$ cat config.mk
export PLATFORM = sky130hd
export DESIGN_NAME = prog_loader
export DESIGN_NICKNAME = d
export VERILOG_FILES = /design/src/rtl/prog_loader.sv
export SDC_FILE = /design/constraint.sdc
export NUM_CORES = 1
export LEC_CHECK = 0
export ABC_AREA = 1
export CAP_MARGIN = 20
export CORE_ASPECT_RATIO = 1.5
export CORE_MARGIN = 10
export CORE_UTILIZATION = 57
export CTS_CLUSTER_DIAMETER = 50
export CTS_CLUSTER_SIZE = 8
export DETAILED_ROUTE_END_ITERATION = 7
export GPL_TIMING_DRIVEN = 1
export HOLD_SLACK_MARGIN = 0.03
export PLACE_DENSITY = 0.85
export SYNTH_ARGS = -nofsm -noshare
export SYNTH_HDL_FRONTEND = slang
export SYNTH_SLANG_ARGS = --single-unit
$ cat constraint.sdc
create_clock -name clk -period 4.6 [get_ports clk]
set_input_delay 0.92 -clock clk [delete_from_list [all_inputs] [get_ports clk]]
set_output_delay 0.92 -clock clk [all_outputs]
set_load 0.01 [all_outputs]
$ cat src/rtl/prog_loader.sv
// Byte-stream program loader: writes a length-prefixed frame into instruction memory and holds/releases the CPU.
// Optional trailing XOR checksum byte and CHK/ERR path enabled by PROG_LOADER_CHECKSUM_EN.
module prog_loader #(
  parameter int unsigned ADDR_W        = 8,
  parameter int unsigned DATA_W        = 8,
  parameter int unsigned BASE_ADDR     = 0,
  parameter bit          HOLD_ON_RESET = 1'b1
) (
  input  logic              clk,
  input  logic              rst,
  input  logic              start,
  input  logic [DATA_W-1:0] in_data,
  input  logic              in_valid,
  output logic              in_ready,
  output logic              imem_we,
  output logic [ADDR_W-1:0] imem_addr,
  output logic [DATA_W-1:0] imem_wdata,
  output logic              cpu_hold,
  output logic              cpu_pc_rst,
  output logic              load_done,
  output logic              load_err,
  output logic [DATA_W:0]   words_written
);

  localparam int unsigned      CNT_W     = DATA_W + 1;
  localparam logic [CNT_W-1:0] MAX_WORDS = CNT_W'(1) << DATA_W;

  typedef enum logic [2:0] {
    S_IDLE,
    S_LEN,
    S_DATA,
    S_CHK,
    S_DONE,
    S_ERR
  } state_e;

  state_e            state_q, state_d;
  logic              ready_q, ready_d;
  logic              we_q, we_d;
  logic [ADDR_W-1:0] addr_q, addr_d;
  logic [DATA_W-1:0] wdata_q, wdata_d;
  logic              hold_q, hold_d;
  logic              pc_rst_q, pc_rst_d;
  logic              done_q, done_d;
  logic [CNT_W-1:0]  words_q, words_d;
  logic [CNT_W-1:0]  len_q, len_d;
  logic [CNT_W-1:0]  idx_q, idx_d;
  logic              accept;
`ifdef PROG_LOADER_CHECKSUM_EN
  logic              err_q, err_d;
  logic [DATA_W-1:0] csum_q, csum_d;
`endif

  assign accept = in_valid && ready_q;

  // Next-state and registered-output logic
  always_comb begin
    state_d  = state_q;
    we_d     = 1'b0;
    addr_d   = addr_q;
    wdata_d  = wdata_q;
    hold_d   = hold_q;
    pc_rst_d = 1'b0;
    done_d   = done_q;
    words_d  = words_q;
    len_d    = len_q;
    idx_d    = idx_q;
`ifdef PROG_LOADER_CHECKSUM_EN
    err_d    = err_q;
    csum_d   = csum_q;
`endif

    case (state_q)
      S_IDLE, S_DONE, S_ERR: begin
        if (start) begin
          state_d = S_LEN;
          hold_d  = 1'b1;
          done_d  = 1'b0;
          words_d = '0;
          idx_d   = '0;
`ifdef PROG_LOADER_CHECKSUM_EN
          err_d   = 1'b0;
          csum_d  = '0;
`endif
        end
      end

      S_LEN: begin
        if (accept) begin
          // A zero length byte encodes a full 2^DATA_W word program
          len_d   = (in_data == '0) ? MAX_WORDS : CNT_W'(in_data);
          state_d = S_DATA;
        end
      end

      S_DATA: begin
        if (accept) begin
          we_d    = 1'b1;
          addr_d  = ADDR_W'(BASE_ADDR) + ADDR_W'(idx_q);
          wdata_d = in_data;
          idx_d   = idx_q + CNT_W'(1);
          if (words_q != MAX_WORDS) begin
            words_d = words_q + CNT_W'(1);
          end
`ifdef PROG_LOADER_CHECKSUM_EN
          csum_d  = csum_q ^ in_data;
          if (idx_q + CNT_W'(1) == len_q) begin
            state_d = S_CHK;
          end
`else
          if (idx_q + CNT_W'(1) == len_q) begin
            state_d  = S_DONE;
            hold_d   = 1'b0;
            done_d   = 1'b1;
            pc_rst_d = 1'b1;
          end
`endif
        end
      end

`ifdef PROG_LOADER_CHECKSUM_EN
      S_CHK: begin
        if (accept) begin
          if (in_data == csum_q) begin
            state_d  = S_DONE;
            hold_d   = 1'b0;
            done_d   = 1'b1;
            pc_rst_d = 1'b1;
          end else begin
            state_d = S_ERR;
            err_d   = 1'b1;
          end
        end
      end
`endif

      default: begin
        state_d = S_IDLE;
      end
    endcase

    ready_d = (state_d == S_LEN) || (state_d == S_DATA) || (state_d == S_CHK);
  end

  always_ff @(posedge clk or posedge rst) begin
    if (rst) begin
      state_q  <= S_IDLE;
      ready_q  <= 1'b0;
      we_q     <= 1'b0;
      addr_q   <= ADDR_W'(BASE_ADDR);
      wdata_q  <= '0;
      hold_q   <= HOLD_ON_RESET;
      pc_rst_q <= 1'b0;
      done_q   <= 1'b0;
      words_q  <= '0;
      len_q    <= '0;
      idx_q    <= '0;
    end else begin
      state_q  <= state_d;
      ready_q  <= ready_d;
      we_q     <= we_d;
      addr_q   <= addr_d;
      wdata_q  <= wdata_d;
      hold_q   <= hold_d;
      pc_rst_q <= pc_rst_d;
      done_q   <= done_d;
      words_q  <= words_d;
      len_q    <= len_d;
      idx_q    <= idx_d;
    end
  end

`ifdef PROG_LOADER_CHECKSUM_EN
  always_ff @(posedge clk or posedge rst) begin
    if (rst) begin
      err_q  <= 1'b0;
      csum_q <= '0;
    end else begin
      err_q  <= err_d;
      csum_q <= csum_d;
    end
  end

  assign load_err = err_q;
`else
  assign load_err = 1'b0;
`endif

  assign in_ready      = ready_q;
  assign imem_we       = we_q;
  assign imem_addr     = addr_q;
  assign imem_wdata    = wdata_q;
  assign cpu_hold      = hold_q;
  assign cpu_pc_rst    = pc_rst_q;
  assign load_done     = done_q;
  assign words_written = words_q;

endmodule

-- After elaboration in Yosys (flattened, before gate mapping)
Cells that the tools add are included.
- bits in registers: 51
- bits of input ports: 12
- output and inout port bits: 31
- word-level logic and storage cells: 63
- $add $sub $neg: 2
- equality and inequality tests: 13
- multiplexer cells: 25
- reductions and logical operators: 12
- operator list (cell ; count):
    $mux 9 ; 5
    $pmux 9 s2 ; 2
    $add 9x1->9 const B ; 2
    $mux 3 ; 4
    $mux 1 ; 11
    $eq 3x2->1 const B ; 3
    $eq 9x9->1 ; 1
    $ne 9x9->1 const B ; 1
    $pmux 3 s3 ; 1
    $logic_not 8->1 ; 1
    $ne 2x2->1 const B ; 4
    $reduce_and 4->1 ; 2
    $eq 3x1->1 const B ; 2
    $eq 3x3->1 const B ; 2
    $pmux 1 s2 ; 2
    $reduce_and 2->1 ; 2
    $logic_not 3->1 ; 1
    $reduce_and 3->1 ; 1
    $reduce_or 3->1 ; 1
    $logic_or 1x1->1 ; 2
    $reduce_bool 2->1 ; 1
    $logic_and 1x1->1 ; 1

-- Longest topological paths before layout
Gate-level depths: netlist of run 1.
- word-level depth: 8
- mapped depth: 15
- depth with buffers taken out: 15

-- Worst setup path after synthesis of run 1
No wires, ideal clock.
- path type: input to register
- start: input port in_valid
- end: register words_q[4], in the netlist words_written[4]
- setup time: 0.071 ns
- data arrival time: 1.941 ns
- data required time: 4.529 ns
- slack: 2.588 ns
- cell stages on the path: 11
- buffers on the path: 1
- cells stage by stage: nand2_1 > inv_1 > nand2_4 > a21oi_2 > buf_6 > nand2_4 > nand2_8 > nand3_4 > o21ai_1 > nand2_1 > nor2_1
- longest elaborated chain between the ends: 3
- ends and longest elaborated chain (item ; line ; text):
    start, declared ; 13 ; input logic in_valid,
    $logic_and 1x1->1 ; 54 ; assign accept = in_valid && ready_q;
    $ne 2x2->1 (no line) ; - ;
    $reduce_and 4->1 (no line) ; - ;
    end signal, assigned ; 167 ; words_q <= words_d;
    end, declared ; 45 ; logic [CNT_W-1:0] words_q, words_d;
No other way between the ends.
A chain may end at the register's enable or synchronous reset.

-- Worst setup path after layout of run 1
- start: input port in_valid
- end: register words_q[3], in the netlist words_written[3]
Same word-level chain as after synthesis.

==> results by group, run 1 <==
Floorplan
  • Core area: 4318 um2
  • Initial Util: 59.78%
  • Chip width: 74.95 um
  • # rows: 29
  • Die area: 7676 um2
  • Die height: 102.4 um
  • Num ports: 43

Route
  • Via Count: 2,288
  • Drt first-iter violations: 137
  • Residual DRC: 0
  • Drt wl/cell: 14.48 um
  • Routed wire length: 5.993 mm
  • Antenna viol nets, final: 0
  • 1st-pass router iterations: 5
  • Post-DR vias/cell: 5.527

STA
  • Min Hold Slack: 0.4829 ns
  • Final Setup Violations: 0
  • Final Hold Vio Count: 0
  • Clock Skew: 0.006345 ns
  • Total negative setup slack: 0 ns
  • Unrepaired setup endpoints after global routing: no
  • Fmax achieved: 0.3733 GHz
  • Final Cycle Share: 58.24%
  • Worst-Margin Slew: 0.5436 ns
  • Setup WS post-layout: 1.921 ns
  • Headroom to the max-slew limit: 63.48%
  • Period minus WS final: 2.679 ns
  • Fin. max-slew vios: 0

Clock tree
  • CTS H-Tree Depth: 2
  • Hold Buf Count CTS: 0
  • CTS tree: built
  • Clock Tree Buf Depth: 2
  • Clk pin slew, worst setup/hold paths: 0.09 ns
  • Clock Root Buffer: clkbuf_8
  • Total CTS buffers: 5
  • Clock latency on the worst-skew pair: 0.31 ns
  • Post-CTS Setup Bufs: 0
  • CTS resizes: 0
  • Number of clock sinks: 51

Power
  • Combinational Power Share: 42.5%
  • Pint: 1038 uW
  • Seq pwr share: 38.2%
  • Clock network power share: 19.3%
  • Pleak: 0.001469 uW
  • Net switching fraction of the power: 38.70%
  • Worst IR Drop VDD: 0.3989 mV
  • Power per Cell Area: 536.0 nW/um2
  • Net Switching: 655.4 uW

Placed design
  • IO Port Bufs: 41
  • Final Wtd Congestion: 0.8777
  • Post-DP HPWL: 4.470 mm
  • Placed insts: 405
  • Worst slack at placement: 1.664 ns

Outcome
  • Status: finished clean

Logic synthesis
  • Register bit count reported by yosys: 51
  • Synth cell types: 35
  • Warning count from the yosys run: 0
  • Leading area contributor after synthesis: dfrtp_1
  • Synth Area per Inst: 7.967 um2
  • Syn_nets: 339
  • Sequential cell area fraction in the yosys report: 49.49%
  • Cell count after synthesis: 324
  • Top post-synthesis cells by area: dfrtp_1, nand2_1, inv_1
  • Synth Flop Type: dfrtp_1
  • Area share of the leading cell type in the synthesized netlist: 48.47%
  • EDFF count, synth: 0
  • Asr flop ratio synth: 100.0%
  • Cell area after synthesis: 2581 um2

Finish
  • Area growth, synth to finish: 22.39%
  • Multi-input logic area: 1111 um2
  • Fraction of layout cells with a size suffix above 1: 6.250%
  • Ant. Diodes: 0
  • Filler cells: 330
  • Reg area: 1277 um2
  • # nets final: 382
  • Post-route insts no fill: 414

GRT
  • Total grt overflow: 0
  • GRT Util Overall: 17.14%
  • Initial antenna violation count: 0
  • Global-route wire length before repair: 10.43 mm
  • Largest net degree at the start of global routing: 52
  • Vias in the first global route: 2,343

Worst hold path
  • Startpoint of the worst hold path: load_done$_DFFE_PP0P_
  • Hold Path Class: flop to flop

Worst setup path
  • Reg2reg setup slack: 2.27 ns
  • Endpoint class of the critical path: flop
  • FF-to-FF path depth: 9
  • Maximum fanout along the worst path: 31
  • WS Path Type: primary input to flop
  • RR Endpoint: words_written[3]$_DFFE_PP0P_
  • Worst r2r src: state_q[0]$_DFF_PP0_
  • Crit path launch: in_valid
  • CP endpoint: words_written[3]$_DFFE_PP0P_
  • CP arrival: 2.87 ns
  • CP startpoint kind: primary input
  • Crit path required time: 4.79 ns

Run
  • Max-cap violations: 0
==> worst min path at each step <==
stage / slack [ns] / depth (start not counted) / to
after global placement: 0.46 / 2 / load_done$_DFFE_PP0P_
after global routing: 0.52 / 2 / load_done$_DFFE_PP0P_
final: 0.48 / 2 / load_done$_DFFE_PP0P_
after detailed placement: 0.47 / 2 / load_done$_DFFE_PP0P_
after floorplan: 0.47 / 2 / cpu_hold$_DFFE_PP1P_
after CTS: 0.49 / 2 / load_done$_DFFE_PP0P_
==> power by group through the flow <==
stage / registers (uW) / clock network, uW / logic [uW]
2_1_floorplan: 673 / 0 / 444
3_3_place_gp: 648 / 0 / 700
3_5_place_dp: 652 / 0 / 719
4_1_cts: 647 / 329 / 725
5_1_grt: 662 / 349 / 818
6_report: 647 / 326 / 720
==> cells in the final DEF, fill, tap and decap left out, types with 2 or more instances in the layout <==
master / Yosys / final
nor3_1: 7 / 7
o21ai_0: 26 / 26
nor2_1: 25 / 25
buf_4: 1 / 2
ha_1: 3 / 3
nor4_1: 2 / 2
nand2_1: 95 / 95
inv_1: 39 / 38
nand4_1: 7 / 7
and3_1: 2 / 2
o31ai_1: 2 / 2
xor2_1: 3 / 3
a21oi_1: 3 / 3
o21ai_1: 4 / 4
nand2_4: 3 / 3
clkbuf_8: 0 / 6
o22ai_1: 5 / 5
nand3_1: 27 / 27
inv_2: 1 / 2
clkdlybuf4s50_1: 0 / 41
dfrtp_1: 50 / 50
==> worst max-delay path: stages <==
cell and delay, ns:
clkdlybuf4s50_1 0.45, nand2_1 0.08, inv_1 0.13, nand2_4 0.20, a21oi_2 0.20, buf_4 0.20, nand2_2 0.16, nand2_8 0.14
nand2_4 0.07, o21ai_0 0.23, a21oi_1 0.07
==> routing by layer <==
metal / wire length [um] / track usage, %
met1: 2363 / 18.78
met2: 3164 / 30.00
met3: 311 / 4.074
met4: 153 / 8.041
met5: 0 / 0
==> cell usage after synthesis (2+ instances only) <==
| cell type | instances |
|---|---|
| o31ai_1 | 2 |
| nand2_1 | 95 |
| ha_1 | 3 |
| clkbuf_1 | 4 |
| nor2_1 | 25 |
| o21ai_1 | 4 |
| nor4_1 | 2 |
| o22ai_1 | 5 |
| o21ai_0 | 26 |
| a21oi_1 | 3 |
| nand4_1 | 7 |
| inv_1 | 39 |
| xor2_1 | 3 |
| nand3_1 | 27 |
| nand2_4 | 3 |
| and3_1 | 2 |
| dfrtp_1 | 50 |
| nor3_1 | 7 |
==> stage by stage <==
stage               util (%)  cell area (um2)  power [uW]
floorplan                  -             2581        1117
global placement       69.98             3022        1348
detailed placement     69.98             3022        1372
CTS                    72.70             3139        1701
global route           73.17             3159        1830
finish                 73.17             3159        1694
==> cell type report <==
cell class | instances | share of cell area, %
Multi-Input combinational cell | 225 | 35.17
Inverter | 40 | 4.752
Clock buffer | 6 | 2.614
Sequential cell | 51 | 40.44
Timing Repair Buffer | 44 | 14.10
Tap cell | 46 | 1.822
Clock inverter | 2 | 1.109
==> cells by family after synthesis <==
| family | share of synthesized area [%] |
|---|---|
| xor+xnor | 1.357 |
| other cells | 0.1453 |
| flops | 49.49 |
| fa+ha+maj | 1.454 |
| simple gates | 30.88 |
| buf+inv | 7.464 |
| compound gates | 9.210 |
==> sequential cells by signal (all words and copies together), names as in the netlist, 3 cells and up <==
name           count
len_q              9
imem_addr          8
words_written      9
state_q            3
idx_q              9
imem_wdata         8
Note: power is estimated with default switching activity, not from simulation.
==> run 2: changes to the inputs <==
--- a/config.mk
+++ b/config.mk
@@ -9,13 +9,13 @@
 export CAP_MARGIN = 20
 export CORE_ASPECT_RATIO = 1.5
 export CORE_MARGIN = 10
-export CORE_UTILIZATION = 57
+export CORE_UTILIZATION = 48
 export CTS_CLUSTER_DIAMETER = 50
 export CTS_CLUSTER_SIZE = 8
 export DETAILED_ROUTE_END_ITERATION = 7
 export GPL_TIMING_DRIVEN = 1
 export HOLD_SLACK_MARGIN = 0.03
-export PLACE_DENSITY = 0.85
+export PLACE_DENSITY = 0.76
 export SYNTH_ARGS = -nofsm -noshare
 export SYNTH_HDL_FRONTEND = slang
 export SYNTH_SLANG_ARGS = --single-unit
==> constraint.sdc (replaced) <==
create_clock -name clk -period 2.1 [get_ports clk]
set_input_delay 0.42 -clock clk [delete_from_list [all_inputs] [get_ports clk]]
set_output_delay 0.42 -clock clk [all_outputs]
set_load 0.01 [all_outputs]
==> run 2 against run 1 <==
Effect of this change: sequential power rose by 120%; clock skew fell by 0.0012 ns; clock power rose by 88%; largest power group unchanged; flip-flop and latch count did not move; combinational power rose by 140%; power rose by 120%; wire length rose by 3.4%; via count rose by 0.83%; non-clock buffer count rose by 9; final cell count rose by 7.5%.
==> results by group, run 2 (synthesis results as in run 1) <==
STA
  • Unrepaired setup endpoints after global routing: no
  • Final Cycle Share: 88.35%
  • Worst-Margin Slew: 0.5648 ns (+0.02123 ns)
  • Fmax achieved: 0.5390 GHz
  • Period minus WS final: 1.855 ns
  • Final Hold Vio Count: 0 (unchanged)
  • Final Setup Violations: 0 (unchanged)
  • Setup WS post-layout: 0.2445 ns (-1.677 ns)
  • Min Hold Slack: 0.4607 ns (-0.02221 ns)
  • Fin. max-slew vios: 0 (unchanged)
  • Clock Skew: 0.005188 ns (-0.001157 ns)
  • Headroom to the max-slew limit: 62.30% (-1.2 points)

Floorplan
  • Chip width: 79.88 um (+6.6%)
  • Core area: 5165 um2 (+20%)
  • Initial Util: 49.98% (-9.8 points)
  • Num ports: 43 (unchanged)
  • Die area: 8771 um2 (+14%)
  • Die height: 109.8 um (+7.2%)
  • # rows: 32 (+10%)

Finish
  • Most frequent cells in the layout: nand2_1, dfrtp_1, clkdlybuf4s50_1
  • # nets final: 391 (+2.4%)
  • Post-route insts no fill: 445 (+7.5%)
  • Fraction of layout cells with a size suffix above 1: 9.019% (+2.8 points)
  • Most common cell after layout, fill and taps aside: nand2_1
  • Ant. Diodes: 0 (unchanged)
  • Area growth, synth to finish: 25.69%

Worst setup path
  • CP startpoint kind: flop
  • Crit path required time: 2.30 ns (-2.49 ns)
  • CP arrival: 2.06 ns (-0.81 ns)
  • Reg2reg setup slack: 0.24 ns (-2.03 ns)
  • WS Path Type: flop to flop
  • Endpoint class of the critical path: flop
  • Maximum fanout along the worst path: 5 (-84%)

Route
  • 1st-pass router iterations: 4 (-1)
  • Residual DRC: 0 (unchanged)
  • Antenna viol nets, final: 0 (unchanged)
  • Drt wl/cell: 13.92 um (-3.8%)
  • Drt first-iter violations: 87 (-36%)
  • Via Count: 2,307 (+0.83%)
  • Routed wire length: 6.194 mm (+3.4%)
  • Post-DR vias/cell: 5.184 (-6.2%)

Clock tree
  • CTS resizes: 0 (unchanged)
  • Clock Tree Buf Depth: 2 (unchanged)
  • Total CTS buffers: 5 (unchanged)
  • Hold Buf Count CTS: 0 (unchanged)
  • Clock Root Buffer: clkbuf_8
  • Number of clock sinks: 51 (unchanged)
  • Clk pin slew, worst setup/hold paths: 0.09 ns (about the same)
  • Clock latency on the worst-skew pair: 0.30 ns (about the same)
  • CTS H-Tree Depth: 2 (unchanged)
  • Post-CTS Setup Bufs: 0 (unchanged)
  • CTS tree: built

GRT
  • Initial antenna violation count: 0 (unchanged)
  • Total grt overflow: 0 (unchanged)
  • Global-route wire length before repair: 10.48 mm (+0.54%)
  • Largest net degree at the start of global routing: 52 (unchanged)
  • Vias in the first global route: 2,320 (-0.98%)
  • GRT Util Overall: 14.79% (-2.4 points)

Worst hold path
  • Hold Path Class: flop to flop

Power
  • Pleak: 0.001500 uW (+2.1%)
  • Power per Cell Area: 1152 nW/um2 (+110%)
  • Worst IR Drop VDD: 0.5807 mV (+46%)

Placed design
  • Placed insts: 437 (+7.9%)
  • Worst slack at placement: -0.02841 ns (-1.692 ns)
  • Post-DP HPWL: 4.683 mm (+4.8%)
  • Final Wtd Congestion: 0.8230 (-6.2%)
  • IO Port Bufs: 41 (unchanged)

Run
  • Max-cap violations: 0 (unchanged)

Outcome
  • Status: finished clean
-- run 2: cell count changes in the layout (fill, tap and decap cells not counted), sizes merged --
| cell | before | now |
|---|---|---|
| bufinv | 1 | 0 |
| clkbuf | 6 | 8 |
| clkinv | 1 | 0 |
| buf | 3 | 12 |
-- run 2: per-stage QoR --
stage               power (uW)   TNS, ns  util (%)  area, um2
CTS                       3762         0     62.67       3237
global route              4039         0     62.81       3244
finish                    3737         0     62.81       3244
global placement          3088         0     60.73       3137
detailed placement        3139  -0.07283     60.73       3137
floorplan                 2447         0         -       2581
-- run 2: worst paths after layout --
| path | endpoint | cells after the start | startpoint |
|---|---|---|---|
| min | cpu_hold$_DFFE_PP1P_ | 2 | cpu_hold$_DFFE_PP1P_ |
| min in group asynchronous | words_written[5]$_DFFE_PP0P_ | 3 | rst |
| min reg2reg | cpu_hold$_DFFE_PP1P_ | 2 | cpu_hold$_DFFE_PP1P_ |
| max reg2reg | load_done$_DFFE_PP0P_ | 15 | idx_q[0]$_DFFE_PP0P_ |
| max in group asynchronous | cpu_hold$_DFFE_PP1P_ | 3 | rst |
| max | load_done$_DFFE_PP0P_ | 15 | idx_q[0]$_DFFE_PP0P_ |
-- run 2: worst max-delay path, stage by stage (launching register included) --
cell and delay (ns):
dfrtp_1 0.40, ha_2 0.22, nand2_1 0.09, inv_1 0.07, nor2_2 0.10, inv_1 0.07, nand2_1 0.07, nand2_1 0.05
nor2_1 0.12, nand2_1 0.08, nor2_2 0.15, nand3_1 0.09, nand2_1 0.08, nand2_1 0.07, nand2_1 0.06, nand2_1 0.04
-- run 2: layer usage --
layer | up-vias | share of wire (%) | track usage (%)
met1 | 1087 | 39 | 15.74
met5 | - | 0 | 0
li1 | 1141 | - | -
met4 | 0 | 2.1 | 5.682
met2 | 66 | 53 | 26.97
met3 | 13 | 5.7 | 4.003
-- run 2: power breakdown --
group	switching (uW)	internal (uW)	total, uW
clock	312	301	613
sequential	153	1250	1400
combinational	975	747	1720
total	1440	2300	3740
-- run 2: area by class of cell --
class / instances / area, um2
Clock buffer: 8 / 100.1
Inverter: 40 / 150.1
Tap cell: 68 / 85.08
Sequential cell: 51 / 1277
Multi-Input combinational cell: 225 / 1119
Fill cell: 445 / 1921
Timing Repair Buffer: 53 / 513.0
